--- config.mk ---
export PLATFORM = sky130hd
export DESIGN_NAME = axi_rr_arbiter
export DESIGN_NICKNAME = d
export VERILOG_FILES = /design/src/rtl/axi_rr_arbiter.sv
export SDC_FILE = /design/constraint.sdc
export NUM_CORES = 1
export LEC_CHECK = 0
export BUFFER_PORTS_ARGS = -buffer_cell sky130_fd_sc_hd__buf_2
export CORE_AREA = 2 2 69 71
export CTS_BUF_LIST = sky130_fd_sc_hd__clkbuf_2 sky130_fd_sc_hd__clkbuf_4 sky130_fd_sc_hd__clkbuf_8
export CTS_CLUSTER_SIZE = 30
export DETAILED_ROUTE_END_ITERATION = 16
export DIE_AREA = 0 0 71 73
export PLACE_DENSITY = 0.75
export SLEW_MARGIN = 25
export SYNTH_ARGS = -nofsm -noshare
export SYNTH_HDL_FRONTEND = slang
export SYNTH_SLANG_ARGS = --single-unit
--- constraint.sdc ---
create_clock -name clk -period 4.8 [get_ports clk]
set_input_delay 0.24 -clock clk [delete_from_list [all_inputs] [get_ports clk]]
set_output_delay 0.24 -clock clk [all_outputs]
set_load 0.01 [all_outputs]
--- src/rtl/axi_rr_arbiter.sv ---
// axi_rr_arbiter: N:1 round-robin stream arbiter with optional burst lock.
// Selection is combinational from a rotating priority pointer. Once a beat
// is offered but stalled, or a multi-beat burst has started, the grant is
// pinned to that requester until the grant ends.

// Per-requester slice: gates ready/valid/last/data by the one-hot grant hit.
module axi_rr_lane #(
  parameter int DATA_WIDTH = 32
) (
  input  logic                  hit,
  input  logic                  valid,
  input  logic                  last,
  input  logic [DATA_WIDTH-1:0] data,
  input  logic                  out_ready,
  output logic                  ready,
  output logic                  valid_m,
  output logic                  last_m,
  output logic [DATA_WIDTH-1:0] data_m
);
  assign ready   = out_ready & hit;
  assign valid_m = valid & hit;
  assign last_m  = last & hit;
  assign data_m  = data & {DATA_WIDTH{hit}};
endmodule

module axi_rr_arbiter #(
  parameter  int N_REQ      = 4,
  parameter  int DATA_WIDTH = 32,
  parameter  int BURST_LOCK = 1,
  localparam int IDX_W      = (N_REQ > 1) ? $clog2(N_REQ) : 1
) (
  input  logic                        clk,
  input  logic                        rst_n,
  input  logic [N_REQ-1:0]            req_valid_i,
  input  logic [N_REQ*DATA_WIDTH-1:0] req_data_i,
  input  logic [N_REQ-1:0]            req_last_i,
  output logic [N_REQ-1:0]            req_ready_o,
  output logic                        out_valid_o,
  output logic [DATA_WIDTH-1:0]       out_data_o,
  output logic                        out_last_o,
  output logic [IDX_W-1:0]            out_id_o,
  input  logic                        out_ready_i
);
  // Candidate index carries one extra bit so rr_q + offset never overflows
  // before the wrap correction.
  localparam int CW = IDX_W + 1;

  typedef enum logic [1:0] {IDLE, HOLD, BURST} state_e;

  state_e           state_q, state_d;
  logic [IDX_W-1:0] rr_q, rr_d;
  logic [IDX_W-1:0] gnt_q, gnt_d;
  logic [IDX_W-1:0] sel, rr_inc;
  logic [CW-1:0]    cand;
  logic             found;
  logic             hs, grant_end;

  logic [N_REQ-1:0]                 hit, valid_m, last_m;
  logic [N_REQ-1:0][DATA_WIDTH-1:0] data_in, data_m;

  assign data_in = req_data_i;

  // Selection: locked grant in HOLD/BURST, else first valid from rr_q with wrap.
  always_comb begin
    sel   = rr_q;
    found = 1'b0;
    cand  = '0;
    if (state_q != IDLE) begin
      sel = gnt_q;
    end else begin
      for (int k = 0; k < N_REQ; k++) begin
        cand = {1'b0, rr_q} + CW'(k);
        if (cand >= CW'(N_REQ)) cand = cand - CW'(N_REQ);
        if (!found && req_valid_i[cand[IDX_W-1:0]]) begin
          sel   = cand[IDX_W-1:0];
          found = 1'b1;
        end
      end
    end
  end

  for (genvar i = 0; i < N_REQ; i++) begin : g_lane
    assign hit[i] = (sel == IDX_W'(i));
    axi_rr_lane #(.DATA_WIDTH(DATA_WIDTH)) u_lane (
      .hit       (hit[i]),
      .valid     (req_valid_i[i]),
      .last      (req_last_i[i]),
      .data      (data_in[i]),
      .out_ready (out_ready_i),
      .ready     (req_ready_o[i]),
      .valid_m   (valid_m[i]),
      .last_m    (last_m[i]),
      .data_m    (data_m[i])
    );
  end

  assign out_valid_o = |valid_m;
  assign out_last_o  = |last_m;
  assign out_id_o    = sel;

  // AND-OR mux: only the hit lane contributes non-zero data.
  always_comb begin
    out_data_o = '0;
    for (int i = 0; i < N_REQ; i++) out_data_o = out_data_o | data_m[i];
  end

  assign hs        = out_valid_o & out_ready_i;
  assign grant_end = out_last_o | (BURST_LOCK == 0);
  assign rr_inc    = (sel == IDX_W'(N_REQ - 1)) ? '0 : sel + IDX_W'(1);

  // Next state: lock on stall or burst start, release and rotate on grant end.
  always_comb begin
    state_d = state_q;
    gnt_d   = gnt_q;
    rr_d    = rr_q;
    unique case (state_q)
      IDLE, HOLD: begin
        if (hs) begin
          if (grant_end) begin
            state_d = IDLE;
            rr_d    = rr_inc;
          end else begin
            state_d = BURST;
            gnt_d   = sel;
          end
        end else if (state_q == IDLE && out_valid_o) begin
          state_d = HOLD;
          gnt_d   = sel;
        end
      end
      BURST: begin
        if (hs && grant_end) begin
          state_d = IDLE;
          rr_d    = rr_inc;
        end
      end
      default: state_d = IDLE;
    endcase
  end

  // State registers; reset drops any lock and restarts priority at 0.
  always_ff @(posedge clk or negedge rst_n) begin
    if (!rst_n) begin
      state_q <= IDLE;
      rr_q    <= '0;
      gnt_q   <= '0;
    end else begin
      state_q <= state_d;
      rr_q    <= rr_d;
      gnt_q   <= gnt_d;
    end
  end
endmodule
==> results of run 1 <==
## metrics by stage
stage / instances / utilization / total power, mW
finish: 387 / 0.468 / 1.63
global route: 387 / 0.468 / 1.79
CTS: 387 / 0.468 / 1.64
detailed placement: 383 / 0.457 / 1.56
global placement: 383 / 0.455 / 1.53
floorplan: 169 / - / 1.06
## cells by family (layout without fill, tap and decap cells)
| logic type | count (synthesis) | count (layout) | synth area share |
|---|---|---|---|
| simple gates | 51 | 51 | 0.193 |
| mux | 6 | 6 | 0.0550 |
| compound gates | 79 | 79 | 0.497 |
| flops | 6 | 6 | 0.127 |
| buf+inv | 23 | 187 | 0.0857 |
| fa+ha+maj | 4 | 4 | 0.0423 |
## power groups by stage
stage          registers, mW  logic, mW  clock network [mW]
2_1_floorplan         0.0951      0.962                   0
3_3_place_gp          0.0981       1.44                   0
3_5_place_dp           0.102       1.46                   0
4_1_cts                0.101       1.46              0.0776
5_1_grt                0.106       1.60              0.0789
6_report               0.101       1.45              0.0762
## cell type report
| class | instances | area, um^2 |
|---|---|---|
| fillers | 485 | 2410 |
| multi-input cells | 140 | 936 |
| repair buffers | 181 | 916 |
| flip-flops and latches | 6 | 150 |
| well taps | 54 | 67.6 |
| clock buffers | 3 | 41.3 |
| inverters | 3 | 11.3 |
## worst max path at each step
| stage | startpoint | to | slack (ps) | cells past startpoint |
|---|---|---|---|---|
| global route | rr_q[1] | gnt_q[1] | 1450 | 10 |
| global placement | req_valid_i[2] | rr_q[0] | 1630 | 10 |
| detailed placement | req_valid_i[2] | gnt_q[1] | 1670 | 11 |
| CTS | rr_q[0] | gnt_q[1] | 1680 | 10 |
| floorplan | rr_q[1] | rr_q[0] | 2250 | 10 |
| finish | rr_q[0] | gnt_q[1] | 1630 | 10 |
## routing by layer
metal  track usage  wire length, um  vias to the layer above
li1              -                -                      983
met1         0.231             2170                      866
met2         0.314             2720                      111
met3        0.0262              403                        8
met4        0.0503               74                        0
met5             0                0                        -
## flip-flops by register name, indices dropped and copies added (netlist names)
register / cells
gnt_q: 2
rr_q: 2
state_q: 2
## Yosys cell counts
cell type / number
nand2b_1: 1
a222oi_1: 1
a21oi_1: 2
buf_4: 4
a22oi_1: 68
nand4_1: 1
o21a_1: 1
clkbuf_1: 16
inv_1: 3
nand2_2: 1
a211oi_1: 1
a211o_1: 1
and2b_1: 1
o22ai_1: 1
nor2_1: 4
nor2b_2: 1
nand2_1: 35
a31oi_1: 1
ha_1: 4
and3_1: 1
and2_1: 4
mux2_2: 4
dfrtp_1: 6
nand3b_1: 1
a21boi_1: 1
nor3b_1: 1
o22a_1: 1
mux2i_1: 2
o21ai_0: 1
## critical path, delay by kind of cell, from the launching register on
kind / cells / cell delay [ps]
fa+ha+maj: 1 / 560
simple gates: 2 / 250
compound gates: 4 / 960
flops: 1 / 420
mux: 1 / 350
buf+inv: 2 / 520
==> run metrics, run 1 <==
status=complete, no violations; largest net degree at the start of global routing=36; Sw Share=0.544; slack of the worst reg-to-reg path=1630 ps; via count=1968; FF-to-FF Start=rr_q[0]; cells along the critical path=nand2b_1, a222oi_1, a31oi_1, inv_1, ha_1, buf_4, a22oi_1, a21boi_1, nand3b_1, mux2_2; Clock Skews=6.21 ps; power per cell area=768 nW/um^2; Hold Path Class=input pin to asynchronous set/reset pin; vias in the first global route=1633; crit path max fanout=20; Skew-Pair Late Insertion Delay=230 ps; Flop pwr share=0.062; commonest non-fill, non-tap cell in the layout=buf_2; die width=71 um; Fin Setup TNS=0 ps; # port buffers=178; wire length per cell=13.9 um; Die ar.=5180 um^2; post-synthesis sequential area ratio=0.127; Final ANT Viol Nets=0; clock network power share=0.047; cell row count=25; Worst setup EP type=flip-flop; Netlist Area Pre-Place=1180 um^2; syn_nets=312; Routed WL=5.37 mm; Resized Gates After CTS=0; Clock Pin Slew Worst Setup and Hold Paths=40 ps; DP Area=2070 um^2; CP Class=flip-flop to flip-flop; Pre-antenna DRT Iters=6; core area=4540 um^2; NetSw=0.886 mW; biggest area consumer among synthesized cells=a22oi_1; FF-to-FF path depth=10; GRT Total Usage=0.180; Place WS=1670 ps; CTS tree=done; clk sinks=6; reg2reg end=gnt_q[1]; Hold Fails Final Rpt=0; initial antenna violation count=0; largest cells by area after synthesis=a22oi_1 43%, dfrtp_1 13%, nand2_1 11%, clkbuf_1 5.1%, ha_1 4.2%; Slew Limit Fails=0; setup violators final=0; Worst EP required=4910 ps; CTS buffer count=3; ratio of final minimum period to clock period=0.660; first-pass GRT wire length=7.55 mm; Static Leak=1.23 nW; Tmin final=3170 ps; DP Wirelength=4.39 mm; Ports=179; Combinational Power Share=0.891; number of remaining DRC errors=0; hold slack=363 ps; Root Driver=clkbuf_8; most frequent cells in the layout=178 x buf_2, 68 x a22oi_1, 35 x nand2_1; Area Overhead vs Synth=79.5%; drt via density=5.09; max incr delay on CP=560 ps; CP max-delay cell=ha_1; global route overflow=0; RSZ-0062 raised after global routing=false; Setup WS post-layout=1630 ps; Worst Tran Pin Value=646 ps; DRT iter0 DRCs=95; Syn Area/Cell=7.00 um^2; Yosys cell types=29; Max Cap Viol=0; starting density of the core=0.261; layout cells sized above 1=0.574; Post-CTS Hold Buffers=1; final instance area=2120 um^2; Synth Register Bits=6; Die Y=73 um; crit path DAT=3280 ps; setup bufs post-CTS=0; relative slew slack=0.569; VDD IR max=0.000422 V; share of the synthesized area in the top cell type=0.432; H-tree depth=1; critical path launch point type=flip-flop; Yosys Warn Count=0; Clock Tree Buf Depth=2; Fmax achieved=0.316 GHz; GP Congestion=0.856; nets=478; Int Pwr=0.744 mW; Post-Synthesis Cells=169; Inserted Diodes=0
Note: power is estimated with default switching activity, not from simulation.
==> inputs of run 2 (changes only) <==
CORE_AREA = default   (was 2 2 69 71)
CORE_ASPECT_RATIO = 0.7   (was default)
CORE_MARGIN = 2   (was default)
CORE_UTILIZATION = 30   (was default)
DIE_AREA = default   (was 0 0 71 73)
PLACE_DENSITY = 0.82   (was 0.75)
clock period = 3.3 ns   (was 4.8 ns; I/O delays follow)
==> run 2 against run 1 <==
Compared with the run above: non-clock buffer count increased by 2; cell area increased by 0.35%; cell count unchanged; core utilization increased by 8.5 points; worst setup slack got worse by 1200 ps; total power increased by 48%; register-to-register slack got worse by 1100 ps; clock power increased by 40%; critical endpoint is now out_data_o[2]; highest routed layer unchanged.
==> run metrics, run 2 (synthesized netlist as in run 1, its figures left out) <==
CTS tree=done (unchanged); cell row count=19 (was 25); crit path max fanout=22 (was 20); Pre-antenna DRT Iters=4 (was 6); Worst setup EP type=output port (was flip-flop); power per cell area=1130 nW/um^2 (was 768 nW/um^2); Combinational Power Share=0.894 (was 0.891); FF-to-FF Start=state_q[0] (was rr_q[0]); Inserted Diodes=0 (unchanged); Setup WS post-layout=405 ps (was 1630 ps); Max Cap Viol=0 (unchanged); relative slew slack=0.671 (was 0.569); post-layout util=0.553 (was 0.468); core area=3850 um^2 (was 4540 um^2); Finished Layout Cells=387 (unchanged); status=complete, no violations (unchanged); via count=2040 (was 1968); Die Y=56.5 um (was 73 um); vias in the first global route=1937 (was 1633); dpl cells=383 (unchanged); Area Overhead vs Synth=80.1% (was 79.5%); Clock Skews=1.24 ps (was 6.21 ps); Skew-Pair Late Insertion Delay=220 ps (was 230 ps); commonest non-fill, non-tap cell in the layout=buf_2 (unchanged); wire length per cell=13.8 um (was 13.9 um); Sw Share=0.546 (was 0.544); Resized Gates After CTS=0 (unchanged); GP Congestion=0.846 (was 0.856); Worst Tran Pin Value=494 ps (was 646 ps); Root Driver=clkbuf_8 (unchanged); nets=480 (was 478); Post-CTS Hold Buffers=1 (unchanged); Worst EP required=3130 ps (was 4910 ps); # port buffers=178 (unchanged); Final ANT Viol Nets=0 (unchanged); slack of the worst reg-to-reg path=500 ps (was 1630 ps); Flop pwr share=0.062 (about the same); RSZ-0062 raised after global routing=false (unchanged); Ports=179 (unchanged); Fin Setup TNS=0 ps (unchanged); reg2reg end=rr_q[1] (was gnt_q[1]); Fmax achieved=0.345 GHz; CP Class=flip-flop to output port (was flip-flop to flip-flop); global route overflow=0 (unchanged); drt via density=5.27 (was 5.09); clk sinks=6 (unchanged); Tmin final=2890 ps; largest net degree at the start of global routing=23 (was 36); FF-to-FF path depth=9 (was 10); Routed WL=5.35 mm (was 5.37 mm); setup bufs post-CTS=0 (unchanged); first-pass GRT wire length=8.46 mm (was 7.55 mm); die width=79.0 um (was 71 um); Clock Pin Slew Worst Setup and Hold Paths=30 ps (was 40 ps); initial antenna violation count=0 (unchanged); layout cells sized above 1=0.570 (was 0.574); Die ar.=4470 um^2 (was 5180 um^2); hold slack=298 ps (was 363 ps); DP Area=2080 um^2 (was 2070 um^2); GRT Total Usage=0.230 (was 0.180); CTS buffer count=3 (unchanged); Slew Limit Fails=0 (unchanged); number of remaining DRC errors=0 (unchanged); H-tree depth=1 (unchanged); final total power=2.41 mW (was 1.63 mW); critical path launch point type=flip-flop (unchanged); ratio of final minimum period to clock period=0.877; crit path DAT=2730 ps (was 3280 ps); DP Wirelength=4.42 mm (was 4.39 mm); NetSw=1.31 mW (was 0.886 mW); clock network power share=0.044 (was 0.047); Place WS=515 ps (was 1670 ps); Hold Fails Final Rpt=0 (unchanged); setup violators final=0 (unchanged); Int Pwr=1.09 mW (was 0.744 mW); final instance area=2130 um^2 (was 2120 um^2); Hold Path Class=input pin to asynchronous set/reset pin (unchanged); Fill cells=401 (was 485); DRT iter0 DRCs=95 (unchanged); VDD IR max=0.000620 V (was 0.000422 V); Static Leak=1.24 nW (was 1.23 nW); Clock Tree Buf Depth=2 (unchanged); starting density of the core=0.307 (was 0.261); most frequent cells in the layout=178 x buf_2, 68 x a22oi_1, 35 x nand2_1 (unchanged); largest registers=gnt_q (2), rr_q (2), state_q (2) (unchanged)
[run 2: worst max-delay path, stage by stage (launching register included)]
cell      delay [ps]
dfrtp_1          410
nand2b_1          70
a222oi_1         420
a31oi_1          260
inv_1            170
ha_1             460
buf_4            350
a22oi_1          110
nand2_1           90
buf_2            140
[run 2: how the worst max path moves through the flow]
stage / from / end / cells past startpoint
global placement: state_q[0] / rr_q[0] / 9
finish: rr_q[0] / out_data_o[2] / 9
global route: state_q[0] / out_data_o[2] / 8
floorplan: rr_q[1] / rr_q[0] / 10
CTS: rr_q[0] / out_data_o[2] / 9
detailed placement: state_q[0] / rr_q[1] / 9
[run 2: cell type report]
class / count / area [um^2] / area share
Tap cell: 52 / 65.1 / 0.0306
Clock buffer: 3 / 41.3 / 0.0194
Inverter: 3 / 11.3 / 0.00529
Sequential cell: 6 / 150 / 0.0705
Timing Repair Buffer: 183 / 931 / 0.437
Multi-Input combinational cell: 140 / 931 / 0.437
[run 2: power groups by stage]
stage | sequential (mW) | combinational (mW) | clock [mW]
after detailed placement | 0.147 | 2.16 | 0
after global placement | 0.142 | 2.10 | 0
after floorplan | 0.138 | 1.40 | 0
final | 0.148 | 2.15 | 0.107
after global routing | 0.152 | 2.37 | 0.116
after CTS | 0.146 | 2.16 | 0.111
[run 2: routing by layer]
| metal | wire (um) | track usage | vias up |
|---|---|---|---|
| li1 | - | - | 989 |
| met1 | 2150 | 0.275 | 928 |
| met2 | 2610 | 0.421 | 117 |
| met3 | 545 | 0.0466 | 6 |
| met4 | 42 | 0.0517 | 0 |
| met5 | 0 | 0 | - |
==> inputs of run 3 (changes only) <==
CORE_UTILIZATION = 38   (was 30)
PLACE_DENSITY = 0.84   (was 0.82)
SYNTH_HIERARCHICAL = 1   (was default)
==> run 3 against run 2 <==
Compared with the run above: routed wire length rose by 19%; core utilization rose by 4.9 points; worst hold slack got worse by 3.0 ps; clock skew rose by 3.9 ps.
==> run metrics, run 3 <==
Place WS=147 ps (was 515 ps); Clock Skews=5.13 ps (was 1.24 ps); initial antenna violation count=0 (unchanged); # port buffers=178 (unchanged); number of remaining DRC errors=0 (unchanged); Die ar.=5470 um^2 (was 4470 um^2); highest metal used=met4 (unchanged); Root Driver=clkbuf_8 (unchanged); cell row count=21 (was 19); layout cells sized above 1=0.822 (was 0.570); vias in the first global route=2261 (was 1937); largest net degree at the start of global routing=34 (was 23); final instance area=2850 um^2 (was 2130 um^2); Yosys Warn Count=6 (was 0); Max Cap Viol=0 (unchanged); largest registers=gnt_q (2), rr_q (2), state_q (2) (unchanged); via count=2297 (was 2040); CTS tree=done (unchanged); CP Class=flip-flop to flip-flop (was flip-flop to output port); final total power=2.50 mW (was 2.41 mW); Hold Path Class=input pin to asynchronous set/reset pin (unchanged); Worst setup EP type=flip-flop (was output port); largest cells by area after synthesis=and2_2 57%, or4_1 13%, dfrtp_1 8.1%, clkbuf_2 3.5%, ha_1 2.7% (was a22oi_1 43%, dfrtp_1 13%, nand2_1 11%, clkbuf_1 5.1%, ha_1 4.2%); setup violators final=0 (unchanged); clk sinks=6 (unchanged); Clock Pin Slew Worst Setup and Hold Paths=40 ps (was 30 ps); wire length per cell=13.6 um (was 13.8 um); syn_nets=381 (was 312); nets=555 (was 480); CTS buffer count=3 (unchanged); post-synthesis sequential area ratio=0.0809 (was 0.127); Clock Tree Buf Depth=2 (unchanged); Syn Area/Cell=7.80 um^2 (was 7.00 um^2); first-pass GRT wire length=10.2 mm (was 8.46 mm); Area Overhead vs Synth=53.4% (was 80.1%); Netlist Area Pre-Place=1860 um^2 (was 1180 um^2); core area=4730 um^2 (was 3850 um^2); GP Congestion=0.883 (was 0.846); Finished Layout Cells=467 (was 387); Fill cells=465 (was 401); Detail Route met3 WL=383 um (was 545 um); FF-to-FF Start=state_q[0] (unchanged); Post-Synthesis Cells=238 (was 169); starting density of the core=0.393 (was 0.307); Die Y=62.5 um (was 56.5 um); Worst EP required=3400 ps (was 3130 ps); Yosys cell types=30 (was 29); top post-synthesis cells by count=140 x and2_2, 33 x or4_1, 13 x clkbuf_2 (was 68 x a22oi_1, 35 x nand2_1, 16 x clkbuf_1); EDFF count, synth=0 (unchanged); met2 wire length=3.28 mm (was 2.61 mm); Final ANT Viol Nets=0 (unchanged); hold slack=295 ps (was 298 ps); Met1 Wirelength=2.66 mm (was 2.15 mm); Tmin final=3120 ps (was 2890 ps); Synth Register Bits=6 (unchanged); Routed WL=6.36 mm (was 5.35 mm); setup bufs post-CTS=0 (unchanged); post-layout util=0.602 (was 0.553); dominant synthesized flop cell=dfrtp_1 (unchanged); status=complete, no violations (unchanged); DRT iter0 DRCs=68 (was 95); relative slew slack=0.615 (was 0.671); crit path DAT=3220 ps (was 2730 ps); Hold Fails Final Rpt=0 (unchanged); commonest non-fill, non-tap cell in the layout=buf_2 (unchanged); Pre-antenna DRT Iters=4 (unchanged); most frequent cell after synthesis=and2_2 (was a22oi_1); biggest area consumer among synthesized cells=and2_2 (was a22oi_1); Inserted Diodes=0 (unchanged); power per cell area=879 nW/um^2 (was 1130 nW/um^2); Worst Tran Pin Value=570 ps (was 494 ps); reg2reg end=gnt_q[0] (was rr_q[1]); share of the synthesized area in the top cell type=0.566 (was 0.432); DP Wirelength=5.30 mm (was 4.42 mm); H-tree depth=1 (unchanged); drt via density=4.92 (was 5.27); ratio of final minimum period to clock period=0.946 (was 0.877); die width=87.6 um (was 79.0 um); Static Leak=1.65 nW (was 1.24 nW); RSZ-0062 raised after global routing=false (unchanged); slack of the worst reg-to-reg path=180 ps (was 500 ps); global route overflow=0 (unchanged); Skew-Pair Late Insertion Delay=220 ps (about the same); Slew Limit Fails=0 (unchanged); Fin Setup TNS=0 ps (unchanged); dpl cells=463 (was 383); DP Area=2780 um^2 (was 2080 um^2); async set-reset flop share out of synthesis=1.00 (unchanged); crit path max fanout=6 (was 22); FF-to-FF path depth=9 (unchanged); critical path launch point type=flip-flop (unchanged); Ports=179 (unchanged); GRT Total Usage=0.225 (was 0.230); Fmax achieved=0.320 GHz (was 0.345 GHz); most frequent cells in the layout=178 x buf_2, 140 x and2_2, 33 x or4_1 (was 178 x buf_2, 68 x a22oi_1, 35 x nand2_1); VDD IR max=0.000474 V (was 0.000620 V); Setup WS post-layout=178 ps (was 405 ps)
## run 3: cell count changes in the layout (fill, tap and decap cells not counted), moves of 4 or more
cell,delta
nand2b_1,+5
nand2_1,-32
or4_1,+33
and2_2,+140
a21oi_1,+4
a22oi_1,-68
## run 3: worst max path at each step
stage | slack, ps | from | depth (start not counted) | endpoint
6_report | 180 | state_q[0] | 9 | gnt_q[0]
5_1_grt | 20 | rr_q[1] | 8 | rr_q[1]
4_1_cts | 140 | rr_q[1] | 9 | out_data_o[25]
3_5_place_dp | 150 | rr_q[1] | 10 | gnt_q[0]
3_3_place_gp | 370 | rr_q[1] | 10 | gnt_q[0]
2_1_floorplan | 250 | state_q[0] | 11 | gnt_q[0]
## run 3: cell families after synthesis
family / count (synthesis) / synth area share
and+or+nand+nor: 190 / 0.753
AOI/OAI and AO/OA: 19 / 0.0815
buffers and inverters: 17 / 0.0431
DFF: 6 / 0.0809
adders and majority gates: 4 / 0.0270
muxes: 2 / 0.0141
## run 3: critical path, cell delays in order, from the launching register on
cell      delay, ps
dfrtp_1         410
or2_2           390
o41ai_4         440
inv_1           130
ha_1            230
and2_2          160
or4_1           650
a21boi_4        200
nand2_2          90
mux2_4          300
## run 3: report_power, final
group,switching [mW],internal [mW],leakage (nW)
Combinational,1.09,1.16,1.55
Sequential,0.0363,0.109,0.0747
Clock,0.0295,0.0782,0.0216
Total,1.15,1.35,1.65
## run 3: layout make-up
type | count | area (um^2) | share of cell area
multi-input cells | 215 | 1640 | 0.577
repair buffers | 183 | 931 | 0.327
flip-flops and latches | 6 | 150 | 0.0527
well taps | 57 | 71.3 | 0.0250
clock buffers | 3 | 41.3 | 0.0145
inverters | 3 | 11.3 | 0.00395
## run 3: metal layers
| metal | up-vias | track usage |
|---|---|---|
| met1 | 1048 | 0.278 |
| met3 | 4 | 0.0291 |
| li1 | 1152 | - |
| met2 | 93 | 0.415 |
| met4 | 0 | 0.0442 |
| met5 | - | 0 |
## run 3: repair_timing
item,4_1_cts,5_1_grt
endpoints found under the hold margin,6,0
resized for setup,0,4
hold buffers,1,0
endpoints found under the setup margin,0,24
